<file path="src/rtl/seg7_scan_driver_if.sv">
// Bus between the configuration register block and the 3-digit display scanner.
interface seg7_scan_driver_if;
   logic [11:0] smg_in;
   logic        disp_en;
   logic [6:0]  seg_out;
   logic [2:0]  an_out;
   logic        frame_tick;

   modport master (output smg_in, disp_en, input seg_out, an_out, frame_tick);
   modport slave  (input smg_in, disp_en, output seg_out, an_out, frame_tick);
endinterface

</file>
<file path="src/rtl/seg7_scan_driver.sv">
// Time-multiplexed 3-digit hex seven-segment driver with ghost-blanking gap,
// frame-coherent value snapshot and optional leading-zero suppression.
module seg7_scan_driver #(
   parameter int SCAN_DIV       = 50000,
   parameter int GAP_CYC        = 500,
   parameter bit SEG_ACTIVE_LOW = 1'b1,
   parameter bit AN_ACTIVE_LOW  = 1'b1,
   parameter bit BLANK_LZ       = 1'b0
) (
   input logic               clk,
   input logic               reset,
   seg7_scan_driver_if.slave bus
);
   localparam int              CNT_W    = (SCAN_DIV > 2) ? $clog2(SCAN_DIV) : 1;
   localparam logic [CNT_W-1:0] CNT_LAST = CNT_W'(SCAN_DIV - 1);
   localparam logic [6:0]      SEG_OFF  = SEG_ACTIVE_LOW ? 7'h7F : 7'h00;
   localparam logic [2:0]      AN_OFF   = AN_ACTIVE_LOW ? 3'b111 : 3'b000;

   function automatic logic [6:0] hex_decode(input logic [3:0] nib);
      case (nib)
         4'h0: hex_decode = 7'h3F;  4'h1: hex_decode = 7'h06;
         4'h2: hex_decode = 7'h5B;  4'h3: hex_decode = 7'h4F;
         4'h4: hex_decode = 7'h66;  4'h5: hex_decode = 7'h6D;
         4'h6: hex_decode = 7'h7D;  4'h7: hex_decode = 7'h07;
         4'h8: hex_decode = 7'h7F;  4'h9: hex_decode = 7'h6F;
         4'hA: hex_decode = 7'h77;  4'hB: hex_decode = 7'h7C;
         4'hC: hex_decode = 7'h39;  4'hD: hex_decode = 7'h5E;
         4'hE: hex_decode = 7'h79;  default: hex_decode = 7'h71;
      endcase
   endfunction

   logic [CNT_W-1:0] cnt_q, cnt_d;
   logic [1:0]       idx_q, idx_d;
   logic [11:0]      snap_q, snap_d;
   logic             tick_q, tick_d;
   logic [6:0]       seg_q, seg_d;
   logic [2:0]       an_q, an_d;

   logic             wrap, frame_end, blank;
   logic [3:0]       nib;
   logic [6:0]       pat;
   logic [2:0]       an_act;

   always_comb begin
      wrap      = (cnt_q == CNT_LAST);
      frame_end = wrap && (idx_q == 2'd2);
      cnt_d     = wrap ? '0 : cnt_q + 1'b1;
      idx_d     = idx_q;
      if (wrap) idx_d = (idx_q == 2'd2) ? 2'd0 : idx_q + 2'd1;
      snap_d    = frame_end ? bus.smg_in : snap_q;
      tick_d    = frame_end;

      case (idx_q)
         2'd0:    nib = snap_q[3:0];
         2'd1:    nib = snap_q[7:4];
         default: nib = snap_q[11:8];
      endcase
      pat = hex_decode(nib);

      // Digit0 is never suppressed, so a zero value still shows a single "0".
      blank = !bus.disp_en
            || (BLANK_LZ && (idx_q == 2'd2) && (snap_q[11:8] == 4'h0))
            || (BLANK_LZ && (idx_q == 2'd1) && (snap_q[11:4] == 8'h00));

      an_act = '0;
      if (!blank && (int'(cnt_q) >= GAP_CYC)) an_act = 3'b001 << idx_q;
      an_d  = AN_ACTIVE_LOW ? ~an_act : an_act;
      seg_d = blank ? SEG_OFF : (SEG_ACTIVE_LOW ? ~pat : pat);
   end

   always_ff @(posedge clk or posedge reset) begin
      if (reset) begin
         cnt_q  <= '0;
         idx_q  <= 2'd0;
         snap_q <= 12'h000;
         tick_q <= 1'b0;
         seg_q  <= SEG_OFF;
         an_q   <= AN_OFF;
      end else begin
         cnt_q  <= cnt_d;
         idx_q  <= idx_d;
         snap_q <= snap_d;
         tick_q <= tick_d;
         seg_q  <= seg_d;
         an_q   <= an_d;
      end
   end

   assign bus.seg_out    = seg_q;
   assign bus.an_out     = an_q;
   assign bus.frame_tick = tick_q;
endmodule
</file>
<file path="src/flat_wrapper.sv">
// flat-port wrapper written by rule: the top's interface ports become plain ports
module seg7_scan_driver_flat 
#(
   parameter int SCAN_DIV       = 50000,
   parameter int GAP_CYC        = 500,
   parameter bit SEG_ACTIVE_LOW = 1'b1,
   parameter bit AN_ACTIVE_LOW  = 1'b1,
   parameter bit BLANK_LZ       = 1'b0
)
  (clk, reset, bus_smg_in, bus_disp_en, bus_seg_out, bus_an_out, bus_frame_tick);
  seg7_scan_driver_if bus_i ();
  input logic clk;
  input logic reset;
  input wire logic [$bits(bus_i.smg_in)-1:0] bus_smg_in;
  input wire logic [$bits(bus_i.disp_en)-1:0] bus_disp_en;
  output wire logic [$bits(bus_i.seg_out)-1:0] bus_seg_out;
  output wire logic [$bits(bus_i.an_out)-1:0] bus_an_out;
  output wire logic [$bits(bus_i.frame_tick)-1:0] bus_frame_tick;
  assign bus_i.smg_in = bus_smg_in;
  assign bus_i.disp_en = bus_disp_en;
  assign bus_seg_out = bus_i.seg_out;
  assign bus_an_out = bus_i.an_out;
  assign bus_frame_tick = bus_i.frame_tick;
  seg7_scan_driver #(.SCAN_DIV(SCAN_DIV), .GAP_CYC(GAP_CYC), .SEG_ACTIVE_LOW(SEG_ACTIVE_LOW), .AN_ACTIVE_LOW(AN_ACTIVE_LOW), .BLANK_LZ(BLANK_LZ)) u_core (.clk(clk), .reset(reset), .bus(bus_i));
endmodule
</file>
<file path="config.mk">
export PLATFORM = sky130hd
export DESIGN_NAME = seg7_scan_driver_flat
export DESIGN_NICKNAME = d
export VERILOG_FILES = /design/src/rtl/seg7_scan_driver_if.sv /design/src/rtl/seg7_scan_driver.sv /design/src/flat_wrapper.sv
export SDC_FILE = /design/constraint.sdc
export NUM_CORES = 1
export LEC_CHECK = 0
export CAP_MARGIN = 30
export CORE_MARGIN = 4
export CORE_UTILIZATION = 40
export DETAILED_ROUTE_END_ITERATION = 8
export GPL_TIMING_DRIVEN = 0
export PLACE_DENSITY_LB_ADDON = 0.15
export RECOVER_POWER = 25
export SYNTH_ARGS = -nofsm -noshare
export SYNTH_HDL_FRONTEND = slang
export SYNTH_SLANG_ARGS = --single-unit
</file>
<file path="constraint.sdc">
create_clock -name clk -period 4.4 [get_ports clk]
set_clock_uncertainty 0.05 [all_clocks]
set_input_delay 0.44 -clock clk [delete_from_list [all_inputs] [get_ports clk]]
set_output_delay 0.44 -clock clk [all_outputs]
set_load 0.02 [all_outputs]
</file>
# == Yosys cells after proc, flatten, opt, wreduce, memory -nomap -nowiden ==
# Memory sizes are Yosys's and may differ from the RTL's.
# Cells that the tools add are included.
# W data, S select, Z words.
# classes
shifts,1
add_sub_neg,2
bitwise,2
muxes,5
order_cmp,1
n_eq_ne,3
n_reduce_logical,3
# op_table
operator,n
$add A16 B1 Y16 const B,1
$eq A16 B16 Y1 const B,1
$ge A16 B9 Y1 const B,1
$mux W16,1
$pmux W4 S2,1
$mux W7,1
$not A7 Y7,1
$mux W3,1
$not A3 Y3,1
$shl A1 B2 Y3 const A,1
$add A2 B1 Y2 const B,1
$eq A2 B1 Y1 const B,1
$eq A2 B2 Y1 const B,1
$logic_and A1 B1 Y1,2
$logic_not A2 Y1,1
$mux W2,1
# word_totals
reg_bits,41
inputBits,15
output_inout_bits,11
mem_count,1
romBits,112
elab_cells,24
# mem_list
memory,words,width,read_ports,rd_clocked_by_memory_dff,write_ports,line,source
(no name shown),16,7,1,0,0,seg7_scan_driver.sv:20,case (nib)

# == Logic depth before layout (Yosys ltp) ==
# Gate-level depths: netlist (run 1).
# An unclocked memory read counts as a cell.
# logic_depth
word_depth,5
mapped_depth,11
depth_no_buf,8

# == Worst setup path before layout (run 1) ==
# OpenSTA, ideal clock, no wires.
# synth_path
path_kind,flip-flop to flip-flop
start,register u_core.idx_q[1]
end,register u_core.seg_q[4] (netlist: u_core.bus.seg_out[4])
n_path_buf,3
synth_period_minus_slack_ps,2194
setup_ps,101
t_arrival_ps,2043
path_slack_ps,2206
required_time_ps,4249
path_stages_with_launch,12
path_cell_list,dfrtp_1 > buf_2 > clkbuf_1 > nand2_1 > o21ai_0 > inv_1 > ha_1 > clkbuf_1 > mux2i_1 > mux2i_1 > o211ai_1 > o311ai_0
# synth_between
elab_chain_cells,5
elab_cells_between_ends,6
cone_classes,1 x eq/ne; 2 x mux; 1 x bitwise; 1 x reduce/logical; 1 x memory
# synth_rtl
item,line,source
start: declaration,seg7_scan_driver.sv:33,"logic [1:0] idx_q, idx_d;"
start signal: assignment,seg7_scan_driver.sv:81,idx_q <= idx_d;
$eq A2 B1 Y1 / $logic_not A2 Y1 (equally long branches),seg7_scan_driver.sv:53,case (idx_q)
$pmux W4 S2 (*),seg7_scan_driver.sv:53,
$mem_v2 Z16 W7 (*),--,
$not A7 Y7 (*),seg7_scan_driver.sv:68,seg_d = blank ? SEG_OFF : (SEG_ACTIVE_LOW ? ~pat : pat);
$mux W7 (*),seg7_scan_driver.sv:68,
net u_core.seg_d[4],seg7_scan_driver.sv:36,"logic [6:0] seg_q, seg_d;"
end signal: assignment,seg7_scan_driver.sv:84,seg_q <= seg_d;
end: declaration,seg7_scan_driver.sv:36,
# The timed path passes the listed nets; every way through them passes the cells marked *.
# A chain may end at the register's enable or synchronous reset.

# == Worst setup path after layout (run 1) ==
# layout_path
start,register u_core.idx_q[0]
end,register u_core.seg_q[3] (netlist: u_core.bus.seg_out[3])
# Same word-level chain as after synthesis.

==> results.md, run 1 <==
* Largest area contributor in the netlist: dfrtp_1
* CTS clk-pin slew, worst paths at 0.08 ns
* DRC viols at 0
* Met1 Wirelength at 2.10 mm
* Share of layout cells above drive strength 1 at 19.3%
* Total gr overflow at 0
* Most numerous cell in the Yosys netlist: dfrtp_1
* Core Area at 5170 um2
* DR vias at 1471
* Dpl cells at 280
* Crit end category: flop
* Worst vdd ir at 0.116 mV
* Clock sinks at 41
* Top sig layer: met4
* Mapped Cells at 185
* F_max at 353 MHz
* RSZ-0062 raised after global routing: false
* # rows at 26
* Vias in the first global route at 1495
* Worst-Skew Late Latency at 0.29 ns
* Slew Viols, Final at 42
* Number of port buffers at 25
* Chip width at 81.6 um
* Avg WL per Cell at 15.2 um
* Post-synth EDFFs at 0
* Synth Flop Type: dfrtp_1
* Layout area overhead at 19.1%
* Sequential Power Share at 54.7%
* Synth Warn # at 0
* Max-cap violations at 1
* Net Switching at 0.168 mW
* Via-to-Cell Ratio at 5.11
* # diodes at 0
* GP Congestion at 0.826
* Max H-tree Level at 2
* Clk buf depth at 2
* Sequential fraction of the synthesis area at 48.0%
* Final WL at 4.38 mm
* Antenna Nets Post-Route at 0
* R2r setup slk at 1.57 ns
* Hold crit path type: flop to flop
* Final Hold Vio Count at 0
* Switching Fraction at 23.1%
* Failing checks: capacitance limit, slew limit
* Setup TNS Final at 0 ns
* Startpoint Class: flop
* Fillers at 475
* WL met3 at 206 um
* First drt pass iteration count at 4
* Ys async rst share at 100%
* Post-synth top area share at 35.8%
* Detailed Route Iter0 Violations at 85
* Post-CTS resize count at 0
* I/O Pins at 26
* Tot Pwr at 0.726 mW
* Number of post-CTS setup repair buffers at 0
* Final Critical Period at 2.83 ns
* Critical Path Fanout Max at 10
* Worst relative slew slack at -1.63%
* Global-route wire length before repair at 7.26 mm
* Fin cells at 288
* Average size of a mapped cell at 11.7 um2
* Root buf cell: clkbuf_8
* Syn nets at 208
* Hold Slack at 0.462 ns
* Worst EP required at 4.53 ns
* CTS Buf Count at 5
* Worst slew pin tran at 1.52 ns
* Synthesized area at 2160 um2
* Die Y at 81.6 um
* Initial Util at 41.8%
* Die area at 6650 um2
* Distinct cells, synth at 40
* Routed wl met2 at 1.97 mm
* CTS Hold Buffers Added at 0
* Initial antenna violation count at 0
* Tcrit/Tclk final at 64.4%
* Crit path DAT at 2.96 ns
* CP Class: flop to flop
* Gr usage total at 14.7%
* Status: finished with violations
* DPL Wire Length at 3.17 mm
* CTS tree: built
* Clock share of power at 34.7%
* Int Power at 0.558 mW
* Post-synthesis register bit count at 41
* Static Leak at 1.17 nW
* Setup-failing EPs final at 0
* PwrDens at 282 nW/um2
* Final #Nets at 240
* Synth top area cells: dfrtp_1, dfstp_2, mux2_4, ha_1, mux2i_1
* Largest net degree at the start of global routing at 42
* Logic gate share of total power at 10.6%
==> final timing paths <==
path	start	cells after the start	endpoint
max	u_core.idx_q[0]$_DFFE_PP0N_	10	u_core.bus.seg_out[3]$_DFF_PP1_
min	u_core.snap_q[1]$_DFFE_PP0P_	1	u_core.snap_q[1]$_DFFE_PP0P_
max reg2reg	u_core.idx_q[0]$_DFFE_PP0N_	10	u_core.bus.seg_out[3]$_DFF_PP1_
min reg2reg	u_core.snap_q[1]$_DFFE_PP0P_	1	u_core.snap_q[1]$_DFFE_PP0P_
max in group asynchronous	reset	2	u_core.cnt_q[11]$_DFF_PP0_
min in group asynchronous	reset	2	u_core.idx_q[1]$_DFFE_PP0N_
==> registers in the layout, indices dropped and copies added, names as in the netlist <==
name and cells:
u_core.bus.an_out 3, u_core.bus.frame_tick 1, u_core.bus.seg_out 7, u_core.cnt_q 16, u_core.idx_q 2, u_core.snap_q 12
==> cell type report <==
cell class / count / area (um2) / share of cell area [%]
plain buffers: 7 / 38.8 / 1.50
multi-input cells: 129 / 1040 / 40.4
repair buffers: 25 / 250 / 9.71
clock buffers: 8 / 90.1 / 3.50
flip-flops and latches: 41 / 1040 / 40.3
inverters: 8 / 30.0 / 1.17
well taps: 70 / 87.6 / 3.40
==> worst max-delay path, stage by stage (launching register included) <==
cell and delay, ns:
dfrtp_1 0.40, buf_2 0.20, mux2i_1 0.15, o21ai_0 0.62, inv_1 0.19, ha_1 0.23, clkbuf_1 0.20, inv_1 0.14
o21ai_0 0.11, a311oi_1 0.28, a31oi_1 0.14
==> power by group through the flow <==
| stage | Clock [mW] | Combinational (mW) | Sequential, mW |
|---|---|---|---|
| 2_1_floorplan | 0 | 0.0369 | 0.410 |
| 3_3_place_gp | 0 | 0.0740 | 0.404 |
| 3_5_place_dp | 0 | 0.0771 | 0.405 |
| 4_1_cts | 0.262 | 0.0783 | 0.397 |
| 5_1_grt | 0.274 | 0.0844 | 0.399 |
| 6_report | 0.252 | 0.0772 | 0.397 |
==> through the flow <==
stage	utilization, %	worst slack, ns	instance area, um2
2_1_floorplan	-	2.21	2160
3_3_place_gp	48.4	1.71	2500
3_5_place_dp	48.4	1.66	2500
4_1_cts	50.1	1.60	2590
5_1_grt	49.8	1.36	2580
6_report	49.8	1.57	2580
==> cells in the final DEF, fill, tap and decap left out, types with 2 or more instances in the layout <==
cell and n:
o21ai_1 2, nand4_1 6, nand2b_1 2, nor2_1 10
o311ai_0 2, and3_1 6, nand2_1 10, ha_1 8
xor2_1 6, clkbuf_1 4, nor3b_1 2, dfrtp_1 31
o211ai_1 2, nor2b_1 2, a31oi_1 3, inv_1 8
nor4_1 3, mux2i_1 10, clkdlybuf4s50_1 24, and4_1 2
and2_1 2, o21a_1 2, buf_2 4, o21ai_0 5
clkbuf_8 6, dfstp_2 10, xnor2_1 7, mux2_2 8
nor3_1 2, nand3_1 8, mux2_4 10
==> kinds of logic (layout without fill, tap and decap cells) <==
logic type      after synthesis  after routing  synth area share [%]
fa+ha+maj                     8              8                  4.62
simple gates                 60             60                  16.9
flops                        41             41                  48.0
xor+xnor                     13             13                  5.26
buf+inv                      15             48                  3.18
mux                          28             28                  15.7
compound gates               20             20                  6.36
==> per-layer routing <==
metal  global-route usage [%]  up-vias
met5                        0        -
met4                     8.11        0
met3                     3.29        9
met2                     22.3       35
met1                     19.3      701
li1                         -      726
Power figures use the tool's default switching activity.
==> inputs of run 2 (changes only) <==
==> constraint.sdc (replaced) <==
create_clock -name clk -period 2.5 [get_ports clk]
set_clock_uncertainty 0.05 [all_clocks]
set_input_delay 0.25 -clock clk [delete_from_list [all_inputs] [get_ports clk]]
set_output_delay 0.25 -clock clk [all_outputs]
set_load 0.02 [all_outputs]
==> run 2 against run 1 <==
The run still ends with capacitance limit, slew limit left. Via count barely moved. Maximum frequency rose by 20%. Die area did not move. First-iteration DRC count rose by 18%. Sequential share of layout area fell by 0.33 points. Worst hold slack barely moved. Global-route usage barely moved. Register-to-register slack got worse by 1.4 ns. Largest cell class unchanged. Largest power group unchanged.
==> results.md, run 2 (same netlist as run 1, synthesis figures left out) <==
* Status: finished with violations
* Failing checks: capacitance limit, slew limit
* Crit end category: flop
* Critical hold path startpoint: u_core.snap_q[1]$_DFFE_PP0P_
* Worst slew pin tran at 1.52 ns (-0.00282 ns)
* Slew Viols, Final at 42 (unchanged)
* Max FFs per register at 16 (unchanged)
* GP Congestion at 0.826 (unchanged)
* PwrDens at 493 nW/um2 (+75%)
* Final Critical Period at 2.37 ns (-0.466 ns)
* I/O Pins at 26 (unchanged)
* Global-route wire length before repair at 7.29 mm (+0.48%)
* Most common cell after layout, fill and taps aside: dfrtp_1
* Commonest cells after routing, fill and taps aside: dfrtp_1, clkdlybuf4s50_1
* Setup-failing EPs final at 0 (unchanged)
* Layout area overhead at 20.1%
* Final Hold Vio Count at 0 (unchanged)
* Register with the most flip-flops: u_core.cnt_q
* Max-cap violations at 1 (unchanged)
* Final instance area at 2600 um2 (+0.83%)
* Gr usage total at 14.7% (+0.047 points)
* Number of port buffers at 25 (unchanged)
* Worst EP required at 2.64 ns (-1.89 ns)
* Tot Pwr at 1.28 mW (+76%)
* # diodes at 0 (unchanged)
* Clock sinks at 41 (unchanged)
* Final WL at 4.37 mm (-0.25%)
* Tcrit/Tclk final at 94.6% (+30 points)
* Final design utilization at 50.2% (+0.41 points)
* Antenna Nets Post-Route at 0 (unchanged)
* Hold crit path type: flop to flop
* F_max at 423 MHz (+20%)
* Placed cell area at 2500 um2 (unchanged)
* Share of layout cells above drive strength 1 at 20.7% (+1.5 points)
* DRC viols at 0 (unchanged)
* CTS Hold Buffers Added at 0 (unchanged)
* Startpoint Class: flop
* Worst vdd ir at 0.206 mV (+77%)
* Worst Reg-to-Reg Cells at 9 (-1)
* Avg WL per Cell at 15.2 um (about the same)
* Via-to-Cell Ratio at 5.13 (+0.42%)
* Worst-Skew Late Latency at 0.29 ns (about the same)
* CTS Buf Count at 5 (unchanged)
* Initial antenna violation count at 0 (unchanged)
* Die area at 6650 um2 (unchanged)
* Core Area at 5170 um2 (unchanged)
* Detailed Route Iter0 Violations at 100 (+18%)
* Largest net degree at the start of global routing at 42 (unchanged)
* CTS clk-pin slew, worst paths at 0.08 ns (about the same)
* Crit path DAT at 2.50 ns (-0.46 ns)
* Chip width at 81.6 um (unchanged)
* Max H-tree Level at 2 (unchanged)
* CTS tree: built
* Vias in the first global route at 1492 (-0.20%)
* DR vias at 1472 (+0.068%)
* # rows at 26 (unchanged)
* CP Class: flop to flop
* R2r startpoint: u_core.idx_q[0]$_DFFE_PP0N_
* First drt pass iteration count at 4 (unchanged)
* Hold Slack at 0.462 ns (+0.0000140 ns)
* Critical Path Fanout Max at 10 (unchanged)
* R2r setup slk at 0.13 ns (-1.43 ns)
* Capture point of the worst path: u_core.bus.seg_out[3]$_DFF_PP1_
* Crit. Startpoint: u_core.idx_q[0]$_DFFE_PP0N_
* Number of post-CTS setup repair buffers at 0 (unchanged)
* RSZ-0062 raised after global routing: false
* Clk buf depth at 2 (unchanged)
* Initial Util at 41.8% (unchanged)
* Worst relative slew slack at -1.44% (+0.19 points)
* Root buf cell: clkbuf_8
* Final #Nets at 239 (-0.42%)
* Total gr overflow at 0 (unchanged)
* DPL Wire Length at 3.17 mm (unchanged)
* Die Y at 81.6 um (unchanged)
* Reg-to-reg critical path endpoint: u_core.bus.seg_out[3]$_DFF_PP1_
* Static Leak at 1.18 nW (+0.92%)
==> run 2: how the worst min path moves through the flow <==
stage / end / slack (ns) / depth (start not counted)
3_3_place_gp: u_core.snap_q[6]$_DFFE_PP0P_ / 0.44 / 1
3_5_place_dp: u_core.snap_q[1]$_DFFE_PP0P_ / 0.44 / 1
6_report: u_core.snap_q[1]$_DFFE_PP0P_ / 0.46 / 1
2_1_floorplan: u_core.bus.an_out[0]$_DFF_PP1_ / 0.26 / 1
4_1_cts: u_core.snap_q[10]$_DFFE_PP0P_ / 0.43 / 2
5_1_grt: u_core.cnt_q[0]$_DFF_PP0_ / 0.49 / 1
==> run 2: final cells by class <==
cell class | count | area, um2
fill | 472 | 2570
multi-input combinational | 129 | 1060
buffer | 6 | 41.3
tap | 70 | 87.6
clock buffer | 8 | 90.1
inverter | 8 | 30.0
timing repair buffer | 25 | 250
sequential | 41 | 1040
==> run 2: where the power goes <==
group,switching [mW],total (mW),internal [mW]
clock,0.220,0.445,0.225
sequential,0.0104,0.699,0.689
combinational,0.0669,0.136,0.0692
total,0.298,1.28,0.983
==> run 2: repair_timing <==
action,in CTS,in global routing
cloned,0,0
resized for setup,3,3
endpoints found under the setup margin,3,2
==> run 2: stage by stage <==
step	setup WS, ns	instances	setup TNS [ns]
floorplan	0.306	185	0
detailed placement	-0.237	280	-0.433
CTS	0.0455	288	0
global placement	-0.186	280	-0.268
finish	0.134	287	0
global route	0.00960	287	0
==> run 2: critical path, stage by stage, from the launching register on <==
cell and delay, ns:
dfrtp_1 0.37, buf_2 0.24, mux2i_1 0.22, o21a_1 0.25, inv_1 0.12, ha_1 0.28, mux2_2 0.28, a32o_1 0.21
nor4_1 0.16, a31oi_1 0.07
==> run 2: per-layer routing <==
metal  vias up  track usage, %  share of wire, %
met5         -               0                 0
met3        11            3.29               5.0
met4         0            8.11               2.7
li1        726               -                 -
met2        41            22.3                44
met1       694            19.4                48
==> inputs of run 3 (changes only) <==
--- a/config.mk
+++ b/config.mk
@@ -12,6 +12,7 @@
 export GPL_TIMING_DRIVEN = 0
 export PLACE_DENSITY_LB_ADDON = 0.15
 export RECOVER_POWER = 25
+export SLEW_MARGIN = 20
 export SYNTH_ARGS = -nofsm -noshare
 export SYNTH_HDL_FRONTEND = slang
 export SYNTH_SLANG_ARGS = --single-unit
==> run 3 against run 2 <==
The run now ends clean. Sequential cell count is the same. First-iteration DRC count shrank 19%. Power grew 6.1%. Sequential power is essentially flat. Worst hold slack lost 0.075 ns. Non-clock buffer count grew 3. Utilization grew 0.87 points. Wire length grew 0.71%. Maximum frequency grew 2.2%. Final cell count grew 1.0%. Critical path depth is the same. Setup slack gained 0.051 ns. Critical path type unchanged. Critical endpoint unchanged. Largest power group unchanged.
==> results.md, run 3 (same netlist as run 1, synthesis figures left out) <==
* Status: completed
* GR Util met2 at 22.8% (+0.49 points)
* Total gr overflow at 0 (unchanged)
* GP Congestion at 0.826 (unchanged)
* Hold crit path type: input port to async pin
* Chip width at 81.6 um (unchanged)
* CTS Hold Buffers Added at 0 (unchanged)
* Logic gate share of total power at 10.2% (-0.4 points)
* CTS Buf Count at 5 (unchanged)
* Fillers at 474 (+0.42%)
* F_max at 432 MHz (+2.2%)
* Final #Nets at 242 (+1.3%)
* Commonest cells after routing, fill and taps aside: dfrtp_1, clkdlybuf4s50_1
* Most common cell after layout, fill and taps aside: dfrtp_1
* Clk buf depth at 2 (unchanged)
* DP Worst Slack at -0.265 ns (-0.0276 ns)
* CTS tree: built
* Core Area at 5170 um2 (unchanged)
* DR vias at 1478 (+0.41%)
* Layer with the highest usage: met2
* Setup-failing EPs final at 0 (unchanged)
* Capture point of the worst path: u_core.bus.seg_out[3]$_DFF_PP1_
* Share of layout cells above drive strength 1 at 21.8% (+1.1 points)
* Avg WL per Cell at 15.2 um (-0.33%)
* Final design utilization at 51.1% (+0.87 points)
* Crit end category: flop
* Max FFs per register at 16 (unchanged)
* Gr usage total at 14.8% (+0.12 points)
* Largest net degree at the start of global routing at 28 (-33%)
* Grt met3 use at 4.61% (+1.3 points)
* Global-route wire length before repair at 7.45 mm (+2.1%)
* Die Y at 81.6 um (unchanged)
* Slew Viols, Final at 0 (-100%)
* DPL Wire Length at 3.26 mm (+2.8%)
* Worst relative slew slack at 22.2% (+24 points)
* Die area at 6650 um2 (unchanged)
* Setup TNS Final at 0 ns (unchanged)
* Static Leak at 1.21 nW (+2.6%)
* Worst Reg-to-Reg Cells at 9 (unchanged)
* Number of port buffers at 25 (unchanged)
* Switching Fraction at 22.3% (-0.96 points)
* Startpoint Class: flop
* Clock share of power at 38.3% (+3.5 points)
* Met1 usage at 19.5% (+0.096 points)
* Final instance area at 2640 um2 (+1.7%)
* Critical Path Fanout Max at 10 (unchanged)
* Sequential Power Share at 51.5% (-3.1 points)
* Final WS setup at 0.185 ns (+0.0506 ns)
* R2r startpoint: u_core.idx_q[0]$_DFFE_PP0N_
* Crit. Startpoint: u_core.idx_q[0]$_DFFE_PP0N_
* Worst-Skew Late Latency at 0.30 ns (about the same)
* Antenna Nets Post-Route at 0 (unchanged)
* Detailed Route Iter0 Violations at 81 (-19%)
* Final Critical Period at 2.32 ns (-0.0506 ns)
* # rows at 26 (unchanged)
* # diodes at 0 (unchanged)
* First drt pass iteration count at 4 (unchanged)
* DRC viols at 0 (unchanged)
* Placed cell area at 2520 um2 (+0.80%)
* Net Switching at 0.303 mW (+1.7%)
* Layout area overhead at 22.1%
* Tcrit/Tclk final at 92.6% (-2.0 points)
* Root buf cell: clkbuf_8
* Initial Util at 41.8% (unchanged)
* CTS clk-pin slew, worst paths at 0.08 ns (about the same)
* Final Hold Vio Count at 0 (unchanged)
* Clock sinks at 41 (unchanged)
* Vias in the first global route at 1555 (+4.2%)
* Register with the most flip-flops: u_core.cnt_q
* Worst vdd ir at 0.207 mV (+0.54%)
* I/O Pins at 26 (unchanged)
* Crit path DAT at 2.45 ns (-0.05 ns)
* Reg-to-reg critical path endpoint: u_core.bus.seg_out[3]$_DFF_PP1_
* Final WL at 4.40 mm (+0.71%)
* R2r setup slk at 0.18 ns (+0.05 ns)
* Int Power at 1.06 mW (+7.4%)
* Worst slew pin tran at 1.17 ns (-0.354 ns)
* Max-cap violations at 0 (-1)
* Initial antenna violation count at 0 (unchanged)
* Via-to-Cell Ratio at 5.10 (-0.63%)
* Worst EP required at 2.64 ns (about the same)
* CP Class: flop to flop
* PwrDens at 514 nW/um2 (+4.3%)
* Max H-tree Level at 2 (unchanged)
-- run 3: what timing repair did --
item / 4_1_cts / 5_1_grt
hold endpoints to repair: 0 / 0
gates resized for setup: 3 / 4
setup buffers: 0 / 2
pin swaps: 0 / 1
endpoints found under the setup margin: 3 / 2
-- run 3: worst max-delay path, stage by stage (launching register included) --
cell     delay, ns
dfrtp_1       0.37
buf_2         0.25
mux2i_1       0.21
o21a_2        0.20
inv_1         0.11
ha_1          0.27
mux2_2        0.29
a32o_1        0.21
nor4_1        0.17
a31oi_1       0.08
-- run 3: layout make-up --
cell class / count / area [um2] / area share (%)
buffer: 6 / 41.3 / 1.56
clock buffer: 6 / 72.6 / 2.74
clock inverter: 2 / 33.8 / 1.28
inverter: 8 / 30.0 / 1.14
multi-input combinational: 129 / 1060 / 40.2
sequential: 41 / 1040 / 39.3
tap: 70 / 87.6 / 3.31
timing repair buffer: 28 / 278 / 10.5
-- run 3: metal layers --
metal  up-vias  share of wire, %  routed length [um]
met1       711                49                2140
met2        33                44                1960
met5         -                 0                   0
met4         0               1.6                  70
li1        727                 -                   -
met3         7               5.3                 233
-- run 3: worst min-delay path by stage --
stage / startpoint / to / slack, ns / cells after the start
final: reset / u_core.snap_q[4]$_DFFE_PP0P_ / 0.39 / 2
after global routing: reset / u_core.snap_q[3]$_DFFE_PP0P_ / 0.46 / 2
after CTS: reset / u_core.snap_q[3]$_DFFE_PP0P_ / 0.19 / 2
after detailed placement: u_core.snap_q[1]$_DFFE_PP0P_ / u_core.snap_q[1]$_DFFE_PP0P_ / 0.44 / 1
after global placement: u_core.snap_q[6]$_DFFE_PP0P_ / u_core.snap_q[6]$_DFFE_PP0P_ / 0.44 / 1
after floorplan: bus_disp_en / u_core.bus.an_out[0]$_DFF_PP1_ / 0.26 / 1
-- run 3: power by group through the flow --
stage               logic (mW)  clock network [mW]  registers, mW
finish                   0.139               0.521          0.699
global route             0.154               0.556          0.702
detailed placement       0.140                   0          0.712
global placement         0.130                   0          0.710
CTS                      0.141               0.535          0.699
floorplan               0.0649                   0          0.722
-- run 3: through the flow --
step / hold WS (ns) / cells / power, mW
after floorplan: 0.261 / 185 / 0.787
after global placement: 0.444 / 280 / 0.841
after detailed placement: 0.444 / 281 / 0.852
after CTS: 0.193 / 289 / 1.38
after global routing: 0.463 / 290 / 1.41
final: 0.387 / 290 / 1.36
